### config.mk
export PLATFORM = sky130hd
export DESIGN_NAME = bank_ctrl
export DESIGN_NICKNAME = d
export VERILOG_FILES = /design/src/rtl/bank_ctrl.sv
export SDC_FILE = /design/constraint.sdc
export NUM_CORES = 1
export LEC_CHECK = 0
export BUFFER_PORTS_ARGS = -buffer_cell sky130_fd_sc_hd__buf_2
export CORE_ASPECT_RATIO = 1.25
export CORE_MARGIN = 4
export CORE_UTILIZATION = 39
export DETAILED_ROUTE_END_ITERATION = 16
export HOLD_SLACK_MARGIN = 0.05
export PLACE_DENSITY_LB_ADDON = 0.15
export SETUP_SLACK_MARGIN = 0.3
export SLEW_MARGIN = 20
export SYNTH_ARGS = -nofsm -noshare
export SYNTH_HDL_FRONTEND = slang
export SYNTH_SLANG_ARGS = --single-unit
### constraint.sdc
create_clock -name clk_i -period 3.81 [get_ports clk_i]
set_clock_uncertainty 0.15 [all_clocks]
set_input_delay 1.143 -clock clk_i [delete_from_list [all_inputs] [get_ports clk_i]]
set_output_delay 1.143 -clock clk_i [all_outputs]
set_load 0.1 [all_outputs]
### src/rtl/bank_ctrl.sv
// Register-bank switch controller with interrupt return stack; ack 1 cycle after sampling, bank change DRAIN_CYC edges later.
// Requests are level-held until ack_o; they are only sampled in IDLE with stall_i low, otherwise ignored.
module bank_ctrl #(
  parameter int BANKS     = 13,
  parameter int DEPTH     = 4,
  parameter int DRAIN_CYC = 2
) (
  input  logic       clk_i,
  input  logic       rst_i,
  input  logic       irq_i,
  input  logic [3:0] irq_bank_i,
  input  logic       rti_i,
  input  logic       sw_we_i,
  input  logic [3:0] sw_bank_i,
  input  logic       stall_i,
  input  logic       clr_err_i,
  output logic [3:0] bank_o,
  output logic       busy_o,
  output logic       ack_o,
  output logic [2:0] depth_o,
  output logic       ovf_o,
  output logic       unf_o,
  output logic       inv_o
);

  localparam int         CW        = (DRAIN_CYC > 1) ? $clog2(DRAIN_CYC) : 1;
  localparam logic [4:0] BANK_LIM  = 5'(BANKS);
  localparam logic [2:0] DEPTH_LIM = 3'(DEPTH);

  typedef enum logic {IDLE, DRAIN} state_t;

  typedef struct packed {
    logic ovf;
    logic unf;
    logic inv;
  } err_t;

  state_t        state;
  logic [CW-1:0] cnt;
  logic [3:0]    target;
  logic [3:0]    stack [8];
  err_t          err;
  err_t          err_set;

  logic sample, take_irq, take_rti, take_sw, take_any, accept;
  logic irq_inv, sw_inv;

  // Fixed priority irq > rti > sw; losers simply stay asserted.
  assign sample   = (state == IDLE) && !stall_i;
  assign take_irq = sample && irq_i;
  assign take_rti = sample && !irq_i && rti_i;
  assign take_sw  = sample && !irq_i && !rti_i && sw_we_i;
  assign take_any = take_irq || take_rti || take_sw;

  assign irq_inv = {1'b0, irq_bank_i} >= BANK_LIM;
  assign sw_inv  = {1'b0, sw_bank_i} >= BANK_LIM;

  // Invalid target wins over overflow for an irq.
  assign err_set.inv = (take_irq && irq_inv) || (take_sw && sw_inv);
  assign err_set.ovf = take_irq && !irq_inv && (depth_o == DEPTH_LIM);
  assign err_set.unf = take_rti && (depth_o == 3'd0);
  assign accept      = take_any && !(|err_set);

  always_ff @(posedge clk_i) begin
    if (!rst_i) begin
      state   <= IDLE;
      cnt     <= '0;
      target  <= '0;
      bank_o  <= '0;
      busy_o  <= 1'b0;
      ack_o   <= 1'b0;
      depth_o <= '0;
      err     <= '0;
    end else begin
      ack_o <= take_any;
      err   <= err_set | (err & ~{3{clr_err_i}});
      case (state)
        IDLE: begin
          if (accept) begin
            state  <= DRAIN;
            busy_o <= 1'b1;
            cnt    <= CW'(DRAIN_CYC - 1);
            if (take_irq) begin
              depth_o <= depth_o + 3'd1;
              target  <= irq_bank_i;
            end else if (take_rti) begin
              depth_o <= depth_o - 3'd1;
              target  <= stack[depth_o - 3'd1];
            end else begin
              target  <= sw_bank_i;
            end
          end
        end
        DRAIN: begin
          if (cnt == '0) begin
            bank_o <= target;
            state  <= IDLE;
            busy_o <= 1'b0;
          end else begin
            cnt <= cnt - 1'b1;
          end
        end
        default: state <= IDLE;
      endcase
    end
  end

  // Stack contents need no reset: depth_o alone defines which entries are live.
  always_ff @(posedge clk_i) begin
    if (rst_i && accept && take_irq) begin
      stack[depth_o] <= bank_o;
    end
  end

  assign ovf_o = err.ovf;
  assign unf_o = err.unf;
  assign inv_o = err.inv;

endmodule
==> results.toml <==
[outcome]
status = "finished, final reports clean"

[setup_path]
critPathLaunch = "irq_bank_i[1]"
r2r_slack_ns = 1.08
r2r-end = "stack[1][0]$_DFFE_PP_"
crit_end = "stack[1][0]$_DFFE_PP_"
cp-start-kind = "input pin"
crit_required_ns = 3.60
arrival_ns = 2.93
cp_max_fo = 8
r2r-start = "depth_o[0]$_SDFFE_PN0P_"
reg2reg_depth = 6
crit_type = "in -> reg"
critPathCaptureType = "register"
crit_slowest_cell = "a2111oi_4"
cp_cell_sequence = "buf_2 > o211ai_2 > nor4b_1 > a2111oi_4 > nand4_1 > nor3_1"
slowest_delay_ns = 0.55

[drt]
detail-route-antenna-nets = 0
wire_per_inst_um = 17.67
drt_iter0_drc = 83
drcViolationCount = 0
routed_wl_mm = 4.381
firstDrtPassIters = 4
vias = 1369
drt-vias-per-instance = 5.520

[yosys]
netlist_area_um2 = 2140
synth_edf_count = 32
yosysMostFrequentCell = "edfxtp_1"
ys_top_cells_by_area = "edfxtp_1, dfxtp_1, mux4_2"
synth_nets = 174
yosys-top-cells-count = "edfxtp_1, dfxtp_1, nor2_1"
synthDistinctLibCells = 41
synth_top_area_cell = "edfxtp_1"
yosys.area.top_type_share = 0.4491
yosysSeqAreaShare = 0.6175
ys_ff_latch = 50
async_flop_share = 0
synth_cells = 156
yosysWarnings = 0
synth-main-ff-cell = "edfxtp_1"
avgSynthCellArea_um2 = 13.72

[finish]
multi_input_area_um2 = 757.0
n_antenna_cell = 0
area_delta_synth_final_pct = 13.51
fin_nets = 203
nFillCells = 496
drive_gt1_frac = 0.2742
ff_latch_area_um2 = 1321
utilization = 0.4680

[grt]
grt_pass1_wl_mm = 7.155
antenna_found_initial = 0
grtUsageMet1 = 0.1679
met2_usage = 0.2485
track_usage = 0.1391
top_usage_layer = "met2"
use_met3 = 0.02895
grt_max_degree = 17
overflow = 0
grt_pass1_vias = 1429

[die]
core_area_um2 = 5189
start_util = 0.4123
top_level_ports = 27
rows = 29
die_y_um = 90.81
dieArea_um2 = 6743
dieWidth_um = 74.25

[sta]
setup-tns-final_ns = 0
finalSetupViolCount = 0
worstMarginPinSlew_ns = 0.6777
hold_viol = 0
finalMaxSlewViolations = 0
fin_crit_sh = 0.8245
max_slew_margin = 0.5418
period_needed_ns = 3.141
fmax_mhz = 318.3
rsz0062_at_grt = "no"

[clock_network]
post_cts_buffers = 0
insertion_delay_ns = 0.30
ctsResizeCount = 0
cts_max_level = 2
cts.path.max_buffers = 2
cts_sinks = 50
numCtsBuffers = 5
holdBufCountCts = 0
cts_tree = "built"
clock-root-buffer = "clkbuf_8"
clk_pin_slew_worst_paths_ns = 0.09

[power]
power.density_nw_per_um2 = 431.8
p_leak_uw = 0.0009092
p_total_uw = 1049
peakVddDrop_v = 0.0001777

[place]
place_congestion = 0.8381
hpwl_mm = 3.382
io_buffers = 26

[min_path]
hold_path_class = "reg -> reg"

[job]
maxCapViolations = 0
==> cell type report <==
class | instances | area share
flip-flops and latches | 50 | 0.5441
multi-input cells | 92 | 0.3117
repair buffers | 30 | 0.06595
well taps | 62 | 0.03194
clock buffers | 5 | 0.02834
inverters | 6 | 0.009274
clock inverters | 3 | 0.008758
==> where the power goes <==
group | switching (uW) | total [uW] | leakage, uW | internal [uW]
Clock | 172 | 301 | 0.0000441 | 129
Sequential | 12.0 | 597 | 0.000443 | 585
Combinational | 99.5 | 150 | 0.000422 | 50.3
==> flip-flops by register name (all words and copies together), names as in the netlist <==
name     count
state        1
bank_o       4
inv_o        1
ovf_o        1
ack_o        1
stack       32
unf_o        1
depth_o      3
cnt          1
target       4
busy_o       1
==> through the flow <==
step / instances / worst slack [ns] / instance area, um^2 / hold slack (ns)
6_report: 248 / 0.6687 / 2429 / 0.3259
2_1_floorplan: 156 / 0.5004 / 2140 / 0.3047
5_1_grt: 248 / 0.5334 / 2429 / 0.3564
3_5_place_dp: 240 / 0.3838 / 2338 / 0.3103
4_1_cts: 248 / 0.6726 / 2429 / 0.3333
3_3_place_gp: 240 / 0.5346 / 2338 / 0.3021
==> worst max-delay path, delay by kind of cell <==
family | cells | cell delay [ns]
buffers and inverters | 1 | 0.11
AO/OA/AOI/OAI | 2 | 0.79
AND/OR/NAND/NOR | 3 | 0.90
==> how the worst min path moves through the flow <==
stage	endpoint	slack, ns	depth (start not counted)	from
finish	ovf_o$_SDFF_PN0_	0.33	2	ovf_o$_SDFF_PN0_
global route	ovf_o$_SDFF_PN0_	0.36	2	ovf_o$_SDFF_PN0_
CTS	ovf_o$_SDFF_PN0_	0.33	2	ovf_o$_SDFF_PN0_
detailed placement	ovf_o$_SDFF_PN0_	0.31	2	ovf_o$_SDFF_PN0_
global placement	ovf_o$_SDFF_PN0_	0.30	2	ovf_o$_SDFF_PN0_
floorplan	bank_o[0]$_SDFFE_PN0P_	0.30	2	target[0]$_SDFFE_PN0P_
==> cells in the final DEF, fill, tap and decap left out, drive strengths merged, types with 2 or more instances in the layout <==
| master | Yosys | layout |
|---|---|---|
| a21oi | 4 | 4 |
| a22oi | 9 | 9 |
| a31oi | 4 | 4 |
| buf | 3 | 30 |
| clkbuf | 5 | 5 |
| clkinv | 0 | 2 |
| dfxtp | 18 | 18 |
| edfxtp | 32 | 32 |
| ha | 3 | 3 |
| inv | 6 | 6 |
| mux2i | 5 | 5 |
| mux4 | 8 | 8 |
| nand2 | 4 | 4 |
| nand2b | 2 | 2 |
| nand4 | 3 | 3 |
| nor2 | 18 | 18 |
| nor2b | 2 | 2 |
| nor3 | 5 | 5 |
| o21ai | 5 | 5 |
| xnor2 | 2 | 2 |
==> per-layer routing <==
layer	wire, um	vias up
li1	-	650
met2	2460	32
met4	48	0
met5	0	-
met1	1714	682
met3	157	5
==> kinds of logic (layout without fill, tap and decap cells) <==
group           count (synthesis)  count (layout)  share of synthesized area
compound gates                 30              30                     0.1099
xor+xnor                        2               2                   0.008189
fa+ha+maj                       3               3                    0.01755
buf+inv                        14              44                    0.02865
flops                          50              50                     0.6175
mux                            13              13                     0.1076
simple gates                   44              44                     0.1105
Power figures use the tool's default switching activity.
